[src/rtl/seg_scan_driver_pkg.sv]
// Shared constants for the 7-segment scan driver: glyph table, blank pattern
// and segment bit positions of the active-low {dp,g,f,e,d,c,b,a} byte.
package seg_pkg;

   localparam logic [7:0] SEG_OFF = 8'hFF;

   localparam int SEG_A  = 0;
   localparam int SEG_B  = 1;
   localparam int SEG_C  = 2;
   localparam int SEG_D  = 3;
   localparam int SEG_E  = 4;
   localparam int SEG_F  = 5;
   localparam int SEG_G  = 6;
   localparam int SEG_DP = 7;

   // Active-low g..a patterns; element 15 first in the concatenation.
   localparam logic [15:0][6:0] SEG_HEX = {
      7'h0E, 7'h06, 7'h21, 7'h46, 7'h03, 7'h08, 7'h18, 7'h00,
      7'h78, 7'h02, 7'h12, 7'h19, 7'h30, 7'h24, 7'h79, 7'h40
   };

endpackage

[src/rtl/seg_scan_driver_if.sv]
// Host-side bundle of the scan driver: display content in, pin drive out.
interface seg_scan_driver_if #(
   parameter int N_DIGITS = 8
);
   logic [4*N_DIGITS-1:0] data;
   logic [8*N_DIGITS-1:0] raw;
   logic [N_DIGITS-1:0]   raw_en;
   logic [N_DIGITS-1:0]   le;
   logic [N_DIGITS-1:0]   point;
   logic [N_DIGITS-1:0]   blink;
   logic [3:0]            bright;
   logic [7:0]            seg;
   logic [N_DIGITS-1:0]   an;
   logic                  frame;

   modport master (
      output data, raw, raw_en, le, point, blink, bright,
      input  seg, an, frame
   );

   modport slave (
      input  data, raw, raw_en, le, point, blink, bright,
      output seg, an, frame
   );
endinterface

[src/rtl/seg_scan_driver_hex_glyph.sv]
// Hex nibble plus decimal-point request to an active-low segment byte.
module seg_hex_glyph
   import seg_pkg::*;
(
   input  logic [3:0] nibble,
   input  logic       point,
   output logic [7:0] seg
);

   assign seg = {~point, SEG_HEX[nibble]};

endmodule

[src/rtl/seg_scan_driver.sv]
// Self-scanning multi-digit common-anode 7-segment driver with per-frame
// shadow registers, per-digit blink, PWM brightness and hex/raw mode.
module seg_scan_driver
   import seg_pkg::*;
#(
   parameter int N_DIGITS   = 8,
   parameter int DIV_LOG2   = 17,
   parameter int BLINK_LOG2 = 5
) (
   input logic               clk,
   input logic               rst,
   seg_scan_driver_if.slave  bus
);

   localparam int IDX_W = (N_DIGITS > 1) ? $clog2(N_DIGITS) : 1;
   localparam logic [IDX_W-1:0] IDX_LAST = IDX_W'(N_DIGITS - 1);

   logic [DIV_LOG2-1:0]   cnt;
   logic [IDX_W-1:0]      idx;
   logic                  tick;
   logic                  load;

   logic [3:0]            data_sh [N_DIGITS];
   logic [7:0]            raw_sh  [N_DIGITS];
   logic [N_DIGITS-1:0]   raw_en_sh;
   logic [N_DIGITS-1:0]   le_sh;
   logic [N_DIGITS-1:0]   point_sh;
   logic [N_DIGITS-1:0]   blink_sh;
   logic [3:0]            bright_sh;

   logic [BLINK_LOG2-1:0] frame_cnt;
   logic                  phase;

   logic                  on;
   logic                  visible;
   logic [7:0]            hex_seg;
   logic [7:0]            seg_nx;
   logic [N_DIGITS-1:0]   an_nx;

   assign tick = &cnt;
   assign load = tick && (idx == IDX_LAST);

   // Free-running prescaler and digit index; index steps once per slot.
   always_ff @(posedge clk or posedge rst) begin
      if (rst) begin
         cnt <= '0;
         idx <= '0;
      end else begin
         cnt <= cnt + 1'b1;
         if (tick)
            idx <= (idx == IDX_LAST) ? '0 : idx + 1'b1;
      end
   end

   // Capture display content once per frame so a digit never shows a mix of
   // old and new host data.
   always_ff @(posedge clk or posedge rst) begin
      if (rst) begin
         for (int i = 0; i < N_DIGITS; i++) begin
            data_sh[i] <= '0;
            raw_sh[i]  <= '0;
         end
         raw_en_sh <= '0;
         le_sh     <= '0;
         point_sh  <= '0;
         blink_sh  <= '0;
         bright_sh <= '0;
      end else if (load) begin
         for (int i = 0; i < N_DIGITS; i++) begin
            data_sh[i] <= bus.data[4*i +: 4];
            raw_sh[i]  <= bus.raw[8*i +: 8];
         end
         raw_en_sh <= bus.raw_en;
         le_sh     <= bus.le;
         point_sh  <= bus.point;
         blink_sh  <= bus.blink;
         bright_sh <= bus.bright;
      end
   end

   // Frame counter for blinking; phase flips each time the counter wraps.
   always_ff @(posedge clk or posedge rst) begin
      if (rst) begin
         frame_cnt <= '0;
         phase     <= 1'b0;
      end else if (load) begin
         frame_cnt <= frame_cnt + 1'b1;
         if (&frame_cnt)
            phase <= ~phase;
      end
   end

   seg_hex_glyph u_glyph (
      .nibble (data_sh[idx]),
      .point  (point_sh[idx]),
      .seg    (hex_seg)
   );

   assign on      = cnt[DIV_LOG2-1 -: 4] <= bright_sh;
   assign visible = le_sh[idx] & on & ~(blink_sh[idx] & phase);
   assign seg_nx  = raw_en_sh[idx] ? raw_sh[idx] : hex_seg;
   assign an_nx   = ~(N_DIGITS'(1) << idx);

   // Registered pin drive: seg and an switch on the same edge, so no ghosting
   // between adjacent digits.
   always_ff @(posedge clk or posedge rst) begin
      if (rst) begin
         bus.seg   <= SEG_OFF;
         bus.an    <= '1;
         bus.frame <= 1'b0;
      end else begin
         bus.frame <= load;
         if (visible) begin
            bus.seg <= seg_nx;
            bus.an  <= an_nx;
         end else begin
            bus.seg <= SEG_OFF;
            bus.an  <= '1;
         end
      end
   end

endmodule

[src/flat_wrapper.sv]
// flat-port wrapper written by rule: the top's interface ports become plain ports
module seg_scan_driver_flat import seg_pkg::*;
#(
   parameter int N_DIGITS   = 8,
   parameter int DIV_LOG2   = 17,
   parameter int BLINK_LOG2 = 5
)
  (clk, rst, bus_data, bus_raw, bus_raw_en, bus_le, bus_point, bus_blink, bus_bright, bus_seg, bus_an, bus_frame);
  seg_scan_driver_if #(.N_DIGITS(N_DIGITS)) bus_i ();
  input logic clk;
  input logic rst;
  input wire logic [$bits(bus_i.data)-1:0] bus_data;
  input wire logic [$bits(bus_i.raw)-1:0] bus_raw;
  input wire logic [$bits(bus_i.raw_en)-1:0] bus_raw_en;
  input wire logic [$bits(bus_i.le)-1:0] bus_le;
  input wire logic [$bits(bus_i.point)-1:0] bus_point;
  input wire logic [$bits(bus_i.blink)-1:0] bus_blink;
  input wire logic [$bits(bus_i.bright)-1:0] bus_bright;
  output wire logic [$bits(bus_i.seg)-1:0] bus_seg;
  output wire logic [$bits(bus_i.an)-1:0] bus_an;
  output wire logic [$bits(bus_i.frame)-1:0] bus_frame;
  assign bus_i.data = bus_data;
  assign bus_i.raw = bus_raw;
  assign bus_i.raw_en = bus_raw_en;
  assign bus_i.le = bus_le;
  assign bus_i.point = bus_point;
  assign bus_i.blink = bus_blink;
  assign bus_i.bright = bus_bright;
  assign bus_seg = bus_i.seg;
  assign bus_an = bus_i.an;
  assign bus_frame = bus_i.frame;
  seg_scan_driver #(.N_DIGITS(N_DIGITS), .DIV_LOG2(DIV_LOG2), .BLINK_LOG2(BLINK_LOG2)) u_core (.clk(clk), .rst(rst), .bus(bus_i));
endmodule
[config.mk]
export PLATFORM = sky130hd
export DESIGN_NAME = seg_scan_driver_flat
export DESIGN_NICKNAME = d
export VERILOG_FILES = /design/src/rtl/seg_scan_driver_pkg.sv /design/src/rtl/seg_scan_driver_if.sv /design/src/rtl/seg_scan_driver_hex_glyph.sv /design/src/rtl/seg_scan_driver.sv /design/src/flat_wrapper.sv
export SDC_FILE = /design/constraint.sdc
export NUM_CORES = 1
export LEC_CHECK = 0
export BUFFER_PORTS_ARGS = -buffer_cell sky130_fd_sc_hd__buf_2
export CELL_PAD_IN_SITES_DETAIL_PLACEMENT = 1
export CELL_PAD_IN_SITES_GLOBAL_PLACEMENT = 1
export CORE_UTILIZATION = 35
export CTS_BUF_LIST = sky130_fd_sc_hd__clkbuf_8
export CTS_CLUSTER_SIZE = 10
export DETAILED_ROUTE_END_ITERATION = 8
export PLACE_DENSITY = 0.74
export SETUP_SLACK_MARGIN = 0.3
export SYNTH_ARGS = -nofsm -noshare
export SYNTH_HDL_FRONTEND = slang
export SYNTH_SLANG_ARGS = --single-unit
[constraint.sdc]
create_clock -name clk -period 7.2 [get_ports clk]
set_clock_uncertainty 0.15 [all_clocks]
set_input_delay 0.72 -clock clk [delete_from_list [all_inputs] [get_ports clk]]
set_output_delay 0.72 -clock clk [all_outputs]
set_load 0.005 [all_outputs]
==> results of run 1 <==
[layout make-up]
cell class / instances / area, sq um
clock buffer: 20 / 275
clock inverter: 12 / 119
fill: 2603 / 12800
inverter: 14 / 60.1
multi-input combinational: 579 / 3370
sequential: 175 / 4400
tap: 280 / 350
timing repair buffer: 156 / 796
[power breakdown]
part	internal, mW	total [mW]	switching, mW	leakage, nW
registers	0.982	0.982	0	1.68
clock network	0.333	0.695	0.362	0.220
logic	0.0264	0.0613	0.0349	2.34
[critical path: stages (launching register included)]
cell	delay, ns
dfrtp_1	0.42
ha_1	0.23
and3_1	0.28
nand2_1	0.10
nor3_1	0.20
ha_1	0.35
nand2_4	0.28
inv_4	0.53
buf_4	0.72
nand2_1	0.17
nand2_1	0.09
[state kept, by name, indices dropped and copies added (netlist names)]
register,cells
u_core.bright_sh,4
u_core.data_sh,32
u_core.bus.seg,8
u_core.le_sh,8
u_core.cnt,17
u_core.phase,1
u_core.frame_cnt,5
u_core.bus.an,8
u_core.point_sh,8
u_core.bus.frame,1
u_core.raw_en_sh,8
u_core.raw_sh,64
u_core.blink_sh,8
u_core.idx,3
[logic make-up after synthesis]
logic type / share of synthesized area, %
AOI/OAI and AO/OA: 2.73
xor gates and xnor gates: 2.19
adders and majority gates: 2.81
buffers and inverters: 3.11
DFF: 54.9
muxes: 11.3
and+or+nand+nor: 22.9
[synthesized netlist by cell type (2+ instances only)]
cell	count
a21oi_1	4
and3_1	7
and4_1	2
buf_1	9
buf_2	4
buf_6	3
clkbuf_1	25
dfrtp_1	159
dfstp_2	16
ha_1	18
inv_1	13
mux2i_1	8
mux4_1	4
mux4_2	30
nand2_1	424
nand3_1	10
nand4_1	3
nor2_1	9
nor2b_1	3
nor3_1	6
o211ai_1	3
o21ai_0	6
o311ai_0	3
o32a_1	3
xnor2_1	15
xor2_1	5
[worst max path at each step]
stage / startpoint / to / slack (ns) / depth (start not counted)
after global routing: u_core.cnt[0] / u_core.bright_sh[2] / 3.18 / 10
after floorplan: rst / u_core.blink_sh[0] / 1.61 / 1
after CTS: u_core.cnt[0] / u_core.le_sh[4] / 3.48 / 10
after global placement: u_core.cnt[0] / u_core.le_sh[3] / 3.63 / 10
final: u_core.cnt[0] / u_core.le_sh[4] / 3.53 / 10
after detailed placement: u_core.cnt[0] / u_core.le_sh[4] / 3.50 / 10
[through the flow]
step / setup WS (ns) / utilization (%) / hold slack (ns) / instances
6_report: 3.53 / 42.3 / 0.298 / 1236
5_1_grt: 3.18 / 42.3 / 0.279 / 1236
4_1_cts: 3.48 / 42.3 / 0.274 / 1236
3_5_place_dp: 3.50 / 40.5 / 0.308 / 1204
3_3_place_gp: 3.63 / 40.5 / 0.302 / 1204
2_1_floorplan: 1.61 / - / 0.287 / 810
[per-layer routing]
metal,track usage (%),up-vias
li1,-,2879
met1,26.2,3014
met2,31.0,118
met3,3.54,17
met4,3.90,0
met5,0,-
==> summary.md, run 1 <==
| Metric | Value |
|---|---|
| Per-instance average area after synthesis | 9.89 sq um |
| Worst-case hold path end point | u_core.raw_sh[23] |
| Fmax | 272 MHz |
| Clock sink count | 175 |
| CP max FO | 81 |
| Routed Wire Length | 20.8 mm |
| Mapped cell area | 0.00801 sq mm |
| Die ar. | 0.0235 sq mm |
| Transition time at the pin with the least slew margin | 1.04 ns |
| Area share of the leading cell type in the synthesized netlist | 49.7% |
| Depth of the CTS H-tree | 4 |
| Period Utilization, post-route | 51.0% |
| Number of max-cap violations | 0 |
| Instance area after placement | 0.00898 sq mm |
| Maximum clock insertion buffer count | 2 |
| Power density over cell area | 186 mW/mm^2 |
| CP Launch Type | flip-flop |
| Area contributors post-synth | dfrtp_1, nand2_1, mux4_2 |
| Core ar. | 0.0222 sq mm |
| Hold-fix buffers, CTS | 0 |
| CP Capture Type | flip-flop |
| Unrepaired setup endpoints after global routing | no |
| Number of nets still failing antenna checks after routing | 0 |
| Root buffer selected by CTS | clkbuf_8 |
| Worst Hold Depth | 3 |
| Leftover overflow at the end of global routing | 0 |
| Number of flops mapped to enable cells by yosys | 0 |
| Post-route cell area | 0.00937 sq mm |
| Required time of the worst setup path | 7.45 ns |
| Data arrival time of the critical path | 3.92 ns |
| Wire length on met2 | 10.1 mm |
| Fraction of layout instances using a drive strength above 1 | 25.1% |
| Initial antenna violation count | 0 |
| Total power | 1.74 mW |
| Initial detailed-routing violation count | 277 |
| Insertion delay of the later-clocked pin in the worst-skew pair | 0.46 ns |
| Setup Total Neg Slack | 0 ns |
| Register-to-Register Path Depth | 10 |
| All-layer global routing usage | 18.9% |
| Synthesized netlist net count | 962 |
| Most frequently used flop master after synthesis | dfrtp_1 |
| Clock tree from TritonCTS | yes |
| Result of the run | complete, no violations |
| Detail-routed via count per cell | 4.88 |
| Area growth syn-to-layout | 17.0% |
| Final routed wire length divided by cell count | 16.8 microns |
| Die W | 153 microns |
| M1 wire length | 9.71 mm |
| Flop and latch count out of synthesis | 175 |
| Min-Delay Startpoint | bus_raw[47] |
| Global-route wire length before repair | 34.4 mm |
| Peak supply drop | 0.107 mV |
| Reg clk slew, reported paths | 0.09 ns |
| Slack of the worst reg-to-reg path | 3.53 ns |
| Die boundary height | 153 microns |
| Post-synth ARST share | 100% |
| Rows | 54 |
| Total length of routed met3 wires | 750 microns |
| Final-report hold violation count | 0 |
| Number of nets in the layout | 1,095 |
| Input/output buffers | 150 |
| Beginning of the worst register-to-register path | u_core.cnt[0] |
| PostCTS Resize Cnt | 0 |
| Routed vias | 6,028 |
| Share of synthesized area occupied by flip-flops and latches | 54.9% |
| Number of iterations in the first detailed-routing pass | 4 |
| Post-route DRC | 0 |
| Final count of pins violating max slew | 0 |
| Antenna fix cells | 0 |
| Largest net degree at the start of global routing | 114 |
| Leading area contributor after synthesis | dfrtp_1 |
| Total CTS buffers | 17 |
| Most used cells in the layout excluding fill and tap cells | nand2_1, dfrtp_1, buf_2, mux4_2, clkbuf_8 |
| Clock period minus worst slack | 3.67 ns |
| Warnings from Yosys | 0 |
| HPWL after detailed placement | 14.6 mm |
| Synthesized instance count | 810 |
| Type of the worst min-delay path | in -> reg |
| Buffers inserted during post-CTS setup optimization | 0 |
| Count of different cell masters after synthesis | 44 |
| Total leakage power | 4.24 nW |
| Count of final setup violators | 0 |
| FF-to-FF End | u_core.le_sh[4] |
| Via count of the first global-routing pass | 6,465 |
| Routability cong. | 0.748 |
| Worst-case headroom to the max-slew limit | 30.7% |
| Classification of the worst setup path | reg -> reg |
| Top layer used by detailed routing | met4 |
| # IOs | 151 |
| Initial Util | 36.1% |
| Most common cell after layout, fill and taps aside | nand2_1 |
No activity file was read; power rests on OpenSTA's default activity.
==> inputs of run 2 (changes only) <==
--- a/config.mk
+++ b/config.mk
@@ -5,6 +5,7 @@
 export SDC_FILE = /design/constraint.sdc
 export NUM_CORES = 1
 export LEC_CHECK = 0
+export ABC_AREA = 1
 export BUFFER_PORTS_ARGS = -buffer_cell sky130_fd_sc_hd__buf_2
 export CELL_PAD_IN_SITES_DETAIL_PLACEMENT = 1
 export CELL_PAD_IN_SITES_GLOBAL_PLACEMENT = 1
@@ -12,7 +13,7 @@
 export CTS_BUF_LIST = sky130_fd_sc_hd__clkbuf_8
 export CTS_CLUSTER_SIZE = 10
 export DETAILED_ROUTE_END_ITERATION = 8
-export PLACE_DENSITY = 0.74
+export PLACE_DENSITY = 0.76
 export SETUP_SLACK_MARGIN = 0.3
 export SYNTH_ARGS = -nofsm -noshare
 export SYNTH_HDL_FRONTEND = slang
==> constraint.sdc (replaced) <==
create_clock -name clk -period 3.7 [get_ports clk]
set_clock_uncertainty 0.15 [all_clocks]
set_input_delay 0.37 -clock clk [delete_from_list [all_inputs] [get_ports clk]]
set_output_delay 0.37 -clock clk [all_outputs]
set_load 0.005 [all_outputs]
==> summary.md, run 2 <==
| Metric | Value |
|---|---|
| Power density over cell area | 313 mW/mm^2 (+69%) |
| Commonest cells in the synthesized netlist | nand2_1, dfrtp_1, o21ai_0, inv_1, nand3_1 |
| Buffers and inverters on the worst path | 1 (-1) |
| Share of synthesized area occupied by flip-flops and latches | 53.1% (-1.8 points) |
| All-layer global routing usage | 22.3% (+3.4 points) |
| CP max FO | 89 (+9.9%) |
| Area contributors post-synth | dfrtp_1, nand2_1, o21ai_0 |
| Buffers inserted during post-CTS setup optimization | 0 (unchanged) |
| Largest net degree at the start of global routing | 90 (-21%) |
| Fraction of layout instances using a drive strength above 1 | 17.4% (-7.7 points) |
| Warnings from Yosys | 0 (unchanged) |
| Count of different cell masters after synthesis | 29 (-34%) |
| Clock tree from TritonCTS | yes |
| Per-instance average area after synthesis | 8.06 sq um (-18%) |
| Input/output buffers | 150 (unchanged) |
| Final routed wire length divided by cell count | 15.8 microns (-6.0%) |
| Synthesized netlist net count | 1,179 (+23%) |
| Routed Wire Length | 25.6 mm (+23%) |
| Post-synth ARST share | 100% (unchanged) |
| Die ar. | 0.0243 sq mm (+3.3%) |
| Depth of the CTS H-tree | 4 (unchanged) |
| List of cells traversed by the critical path | ha_1 > nand3_1 > nor3b_2 > nand2_1 > nor2_1 > nand2_1 > nor3_1 > ha_1 > nand2_4 > buf_4 > nor2_1 > xor2_1 |
| Fill cell total of the finished layout | 2,779 (+6.8%) |
| Via count of the first global-routing pass | 8,393 (+30%) |
| Detail-routed via count per cell | 4.73 (-2.9%) |
| Initial Util | 36.1% (about the same) |
| Met1 Usage GRT | 28.0% (+1.8 points) |
| Count of final setup violators | 0 (unchanged) |
| Worst-case headroom to the max-slew limit | 34.9% (+4.2 points) |
| Peak supply drop | 0.205 mV (+91%) |
| Number of nets still failing antenna checks after routing | 0 (unchanged) |
| Number of nets in the layout | 1,439 (+31%) |
| Core ar. | 0.0229 sq mm (+3.4%) |
| Simple-gate share of the synthesized area | 27.1% (+4.2 points) |
| Final count of pins violating max slew | 0 (unchanged) |
| Worst setup slack after layout | 0.600 ns (-2.93 ns) |
| Leading area contributor after synthesis | dfrtp_1 |
| Mapped cell area | 0.00828 sq mm (+3.4%) |
| Period Utilization, post-route | 83.8% (+33 points) |
| Initial detailed-routing violation count | 388 (+40%) |
| Synthesized instance count | 1,027 (+27%) |
| Initial antenna violation count | 1 (+1) |
| HPWL after detailed placement | 15.5 mm (+6.1%) |
| Placed Cells incl. Taps | 1,448 (+20%) |
| Rows | 55 (+1.9%) |
| Data arrival time of the critical path | 3.34 ns (-0.58 ns) |
| Classification of the worst setup path | reg -> reg |
| Insertion delay of the later-clocked pin in the worst-skew pair | 0.47 ns (about the same) |
| Root buffer selected by CTS | clkbuf_8 |
| Post-route DRC | 0 (unchanged) |
| Post-Synth Adder-Cell Area | 2.72% (-0.092 points) |
| Most common cell after layout, fill and taps aside | nand2_1 |
| Die boundary height | 156 microns (+1.7%) |
| Final-report hold violation count | 0 (unchanged) |
| Routability cong. | 0.804 (+7.5%) |
| Type of the worst min-delay path | reg -> reg |
| Global-route wire length before repair | 42.0 mm (+22%) |
| CP Launch Type | flip-flop |
| Number of iterations in the first detailed-routing pass | 4 (unchanged) |
| Most used cells in the layout excluding fill and tap cells | nand2_1, dfrtp_1, buf_2, dlygate4sd3_1, o21ai_0 |
| Most frequently used flop master after synthesis | dfrtp_1 |
| Fmax | 323 MHz (+18%) |
| Routed vias | 7,637 (+27%) |
| Unrepaired setup endpoints after global routing | no |
| Number of max-cap violations | 0 (unchanged) |
| Total leakage power | 5.23 nW (+23%) |
| # IOs | 151 (unchanged) |
| Setup Total Neg Slack | 0 ns (unchanged) |
| GR Layer Usage met2 | 38.6% (+7.6 points) |
| CP Capture Type | flip-flop |
| Largest family of logic cells by synthesized area | simple AND/OR/NAND/NOR gates |
| Compound-gate portion of the synthesized area | 8.49% (+5.8 points) |
| Die W | 156 microns (+1.7%) |
| Transition time at the pin with the least slew margin | 0.976 ns (-0.0628 ns) |
| Top flop regs | u_core.raw_sh: 64 flops, u_core.data_sh: 32 flops, u_core.cnt: 17 flops |
| Global routing met3 resource utilization | 3.75% (+0.21 points) |
| GRT Max-Usage Layer | met2 |
| Result of the run | complete, no violations |
| Reg clk slew, reported paths | 0.09 ns (about the same) |
| Family of cells with the greatest summed delay on the critical path | simple AND/OR/NAND/NOR gates |
| Final Non-Filler Cells | 1,613 (+31%) |
| Area share of the leading cell type in the synthesized netlist | 48.0% (-1.6 points) |
| Required time of the worst setup path | 3.93 ns (-3.52 ns) |
| Maximum clock insertion buffer count | 2 (unchanged) |
| Antenna fix cells | 0 (unchanged) |
| Placement Setup Slack | 0.566 ns (-2.94 ns) |
| Leftover overflow at the end of global routing | 0 (unchanged) |
| Critical path's slowest cell | buf_4 |
| Cell with the most instances after synthesis | nand2_1 |
| Total CTS buffers | 17 (unchanged) |
| Clock period minus worst slack | 3.10 ns (-0.570 ns) |
| Fraction of synthesized cell area in xor and xnor cells | 1.90% (-0.28 points) |
| Stage delay of the slowest cell on the critical path | 0.43 ns (-0.29 ns) |
| Flop and latch count out of synthesis | 175 (unchanged) |
| Flip-flop count of the largest register, all copies and words added | 64 (unchanged) |
| Number of flops mapped to enable cells by yosys | 0 (unchanged) |
| Clock sink count | 175 (unchanged) |
| Area growth syn-to-layout | 32.8% |
| Largest reg by FF count | u_core.raw_sh |
| Share of cell area taken by muxes after synthesis | 0% (-11 points) |
## run 2: final cells by class
class                           count  area (sq um)  share of cell area, %
Clock inverter                     13           113                   1.02
Clock buffer                       19           262                   2.38
Sequential cell                   175          4400                   40.1
Multi-Input combinational cell    731          3340                   30.4
Inverter                           67           263                   2.39
Timing Repair Buffer              295          2220                   20.2
Tap cell                          313           392                   3.56
## run 2: path summary, 6_finish.rpt
check / from / endpoint / slack (ns) / cells past startpoint
min reg2reg: u_core.cnt[0] / u_core.cnt[0] / 0.32 / 1
max: u_core.cnt[0] / u_core.frame_cnt[3] / 0.60 / 12
min: u_core.cnt[0] / u_core.cnt[0] / 0.32 / 1
max reg2reg: u_core.cnt[0] / u_core.frame_cnt[3] / 0.60 / 12
max in group asynchronous: rst / u_core.bus.seg[6] / 2.02 / 4
min in group asynchronous: rst / u_core.data_sh[19] / 0.47 / 3
## run 2: kinds of logic after synthesis
kind of cell,Yosys count
XOR/XNOR,18
adder cells (fa/ha/maj),18
buffers and inverters,121
AO/OA/AOI/OAI,134
flip-flops,175
AND/OR/NAND/NOR,561
## run 2: what timing repair did
item	4_1_cts	5_1_grt
gates resized for setup	0	1
hold buffers	133	0
endpoints found under the setup margin	0	38
hold endpoints to repair	168	0
## run 2: routing by layer
metal  vias to the layer above  wire length, microns
li1                       3733                     -
met1                      3688                 11500
met2                       159                 12500
met3                        55                   811
met4                         2                   681
met5                         -                    13
## run 2: worst register-to-register path: cells and delay by family, from the launching register on
family	cells	cell delay [ns]
xor gates and xnor gates	1	0.17
adders and majority gates	2	0.54
buffers and inverters	1	0.44
DFF	1	0.39
and+or+nand+nor	8	1.36
## run 2: per-stage QoR
stage	hold slack [ns]	total power [mW]	util, %	cell area (sq um)
global placement	0.285	2.07	40.5	9290
global route	0.335	3.57	48.0	11000
floorplan	0.273	1.98	-	8290
CTS	0.319	3.48	48.0	11000
finish	0.319	3.44	48.0	11000
detailed placement	0.305	2.07	40.5	9290
## run 2: report_power, final
group          switching (mW)  leakage, nW  internal (mW)
Combinational          0.0868         3.35          0.146
Sequential                  0         1.68           1.91
Clock                   0.731        0.193          0.568
Total                   0.818         5.23           2.63
==> inputs of run 3 (changes only) <==
--- a/config.mk
+++ b/config.mk
@@ -5,7 +5,7 @@
 export SDC_FILE = /design/constraint.sdc
 export NUM_CORES = 1
 export LEC_CHECK = 0
-export ABC_AREA = 1
+export ABC_AREA = 0
 export BUFFER_PORTS_ARGS = -buffer_cell sky130_fd_sc_hd__buf_2
 export CELL_PAD_IN_SITES_DETAIL_PLACEMENT = 1
 export CELL_PAD_IN_SITES_GLOBAL_PLACEMENT = 1
==> constraint.sdc (replaced) <==
create_clock -name clk -period 2.75 [get_ports clk]
set_clock_uncertainty 0.15 [all_clocks]
set_input_delay 0.275 -clock clk [delete_from_list [all_inputs] [get_ports clk]]
set_output_delay 0.275 -clock clk [all_outputs]
set_load 0.005 [all_outputs]
==> summary.md, run 3 (synthesis results as in run 1) <==
| Metric | Value |
|---|---|
| CP Launch Type | flip-flop |
| Most used cells in the layout excluding fill and tap cells | nand2_1, dfrtp_1, buf_2, dlygate4sd3_1, mux4_2 |
| Slack of the worst reg-to-reg path | 0.29 ns (-0.31 ns) |
| Number of max-cap violations | 0 (unchanged) |
| Fill cell total of the finished layout | 2,515 (-9.5%) |
| Die W | 153 microns (-1.6%) |
| Unrepaired setup endpoints after global routing | yes |
| Sequential group share of total power | 55.7% (+0.2 points) |
| Number of nets still failing antenna checks after routing | 0 (unchanged) |
| HPWL after detailed placement | 15.5 mm (+0.56%) |
| Most common cell after layout, fill and taps aside | nand2_1 |
| Core ar. | 0.0222 sq mm (-3.3%) |
| Clock period minus worst slack | 2.46 ns (-0.640 ns) |
| Count of final setup violators | 0 (unchanged) |
| CP max FO | 6 (-93%) |
| Stage delay of the slowest cell on the critical path | 0.48 ns (+0.05 ns) |
| Placed Cells incl. Taps | 1,223 (-16%) |
| Maximum clock insertion buffer count | 2 (unchanged) |
| Total leakage power | 4.96 nW (-5.2%) |
| Depth of the CTS H-tree | 4 (unchanged) |
| Internal Power | 3.47 mW (+32%) |
| Beginning of the worst register-to-register path | u_core.idx[0] |
| Switching fraction of total power | 25.0% (+1.3 points) |
| Total CTS buffers | 17 (unchanged) |
| Flip-flop count of the largest register, all copies and words added | 64 (unchanged) |
| Switching power total | 1.16 mW (+41%) |
| Share of total power in combinational logic | 6.9% (+0.2 points) |
| Die boundary height | 153 microns (-1.6%) |
| Rows | 54 (-1.8%) |
| Buffers and inverters on the worst path | 2 (+1) |
| Type of the worst min-delay path | in -> async |
| CP Capture Type | flip-flop |
| Initial antenna violation count | 2 (+1) |
| Routed Wire Length | 25.2 mm (-1.2%) |
| Detail-routed via count per cell | 4.87 (+2.9%) |
| Insertion delay of the later-clocked pin in the worst-skew pair | 0.47 ns (about the same) |
| Post-route DRC | 0 (unchanged) |
| Critical path's slowest cell | mux4_2 |
| Fraction of layout instances using a drive strength above 1 | 25.6% (+8.2 points) |
| Met1 Usage GRT | 27.0% (-0.92 points) |
| Worst-case headroom to the max-slew limit | 67.9% (+33 points) |
| Top flop regs | u_core.raw_sh: 64 flops, u_core.data_sh: 32 flops, u_core.cnt: 17 flops |
| GRT Max-Usage Layer | met2 |
| Final routed wire length divided by cell count | 18.0 microns (+13%) |
| Initial detailed-routing violation count | 350 (-9.8%) |
| Power density over cell area | 416 mW/mm^2 (+33%) |
| Transition time at the pin with the least slew margin | 0.481 ns (-0.495 ns) |
| Sequential cell area in the final layout | 0.00441 sq mm (about the same) |
| Peak supply drop | 0.221 mV (+7.8%) |
| GR Layer Usage met2 | 38.5% (-0.12 points) |
| Via count of the first global-routing pass | 7,651 (-8.8%) |
| Area growth syn-to-layout | 38.8% |
| Fmax | 406 MHz (+26%) |
| Portion of total power attributed to the clock network | 37.5% (-0.2 points) |
| Classification of the worst setup path | reg -> reg |
| Root buffer selected by CTS | clkbuf_8 |
| Total power | 4.62 mW (+34%) |
| Final-report hold violation count | 0 (unchanged) |
| Setup Total Neg Slack | 0 ns (unchanged) |
| # IOs | 151 (unchanged) |
| List of cells traversed by the critical path | buf_2 > buf_4 > mux4_2 > nand2_1 > nand2_2 > a211oi_4 > or4b_1 |
| Initial Util | 36.1% (about the same) |
| Input/output buffers | 150 (unchanged) |
| Reg clk slew, reported paths | 0.10 ns (about the same) |
| Register-to-Register Path Depth | 7 (-5) |
| Clock sink count | 175 (unchanged) |
| Global-route wire length before repair | 39.9 mm (-5.1%) |
| Final Non-Filler Cells | 1,405 (-13%) |
| FF-to-FF End | u_core.bus.seg[6] |
| Number of iterations in the first detailed-routing pass | 4 (unchanged) |
| Number of nets in the layout | 1,262 (-12%) |
| All-layer global routing usage | 22.1% (-0.23 points) |
| Family of cells with the greatest summed delay on the critical path | simple AND/OR/NAND/NOR gates |
| Clock tree from TritonCTS | yes |
| Worst slack on hold paths | 0.195 ns (-0.124 ns) |
| Required time of the worst setup path | 2.99 ns (-0.94 ns) |
| Global routing met3 resource utilization | 4.34% (+0.59 points) |
| Result of the run | complete, no violations |
| Period Utilization, post-route | 89.5% (+5.7 points) |
| Routability cong. | 0.860 (+7.0%) |
| Area of combinational cells with multiple inputs | 0.00341 sq mm (+2.1%) |
| Leftover overflow at the end of global routing | 0 (unchanged) |
| Die ar. | 0.0235 sq mm (-3.2%) |
| Largest net degree at the start of global routing | 75 (-17%) |
| Final design utilization | 50.2% (+2.2 points) |
| Final count of pins violating max slew | 0 (unchanged) |
| Data arrival time of the critical path | 2.70 ns (-0.64 ns) |
| Largest reg by FF count | u_core.raw_sh |
| Routed vias | 6,846 (-10%) |
[run 3: cell types whose count changed in the layout (fill, tap and decap cells not counted), sizes merged, moves of 11 or more]
cell / delta
a21oi: -19
o21ai: -91
inv: -53
nand2: -11
nand3: -54
nor2: -44
mux4: +34
buf: +28
[run 3: routing by layer]
| layer | vias to the layer above | wire [microns] |
|---|---|---|
| met2 | 177 | 12900 |
| li1 | 3216 | - |
| met3 | 46 | 932 |
| met1 | 3407 | 10700 |
| met4 | 0 | 689 |
| met5 | - | 0 |
[run 3: cell type report]
type / instances / area share [%]
well taps: 280 / 3.15
diodes: 2 / 0.0450
repair buffers: 323 / 22.5
inverters: 14 / 0.641
clock buffers: 19 / 2.35
flip-flops and latches: 175 / 39.6
multi-input cells: 579 / 30.7
clock inverters: 13 / 0.968
[run 3: worst min-delay path: stages]
cell,delay (ns)
dlygate4sd3_1,0.53
buf_2,0.13
clkinvlp_4,0.30
[run 3: timing repair]
item                                    CTS  global route
hold buffers                            133             0
resized for setup                         3            10
pin swaps                                 0             6
hold endpoints to repair                150             0
endpoints found under the setup margin   29           129
setup buffers                             1            14
[run 3: worst max path at each step]
stage,end,start,slack (ns),cells after the start
after floorplan,u_core.blink_sh[0],rst,0.1,1
after global placement,u_core.bus.seg[6],u_core.idx[2],0.22,7
after CTS,u_core.bus.seg[6],u_core.idx[2],0.25,7
after detailed placement,u_core.bus.seg[6],u_core.idx[2],0.14,7
after global routing,u_core.bus.seg[6],u_core.idx[2],0.19,7
final,u_core.bus.seg[6],u_core.idx[0],0.29,7
[run 3: power groups by stage]
stage	Clock [mW]	Sequential (mW)	Combinational [mW]
global route	1.88	2.57	0.346
detailed placement	0	2.62	0.165
finish	1.73	2.57	0.318
floorplan	0	2.62	0.0396
global placement	0	2.62	0.163
CTS	1.76	2.57	0.310
[run 3: stage by stage]
stage                     instance area, sq um  setup slack [ns]
after floorplan                           8090            0.0994
after global placement                    9270             0.216
after detailed placement                  9270             0.141
after CTS                                11000             0.250
after global routing                     11100             0.185
final                                    11100             0.289
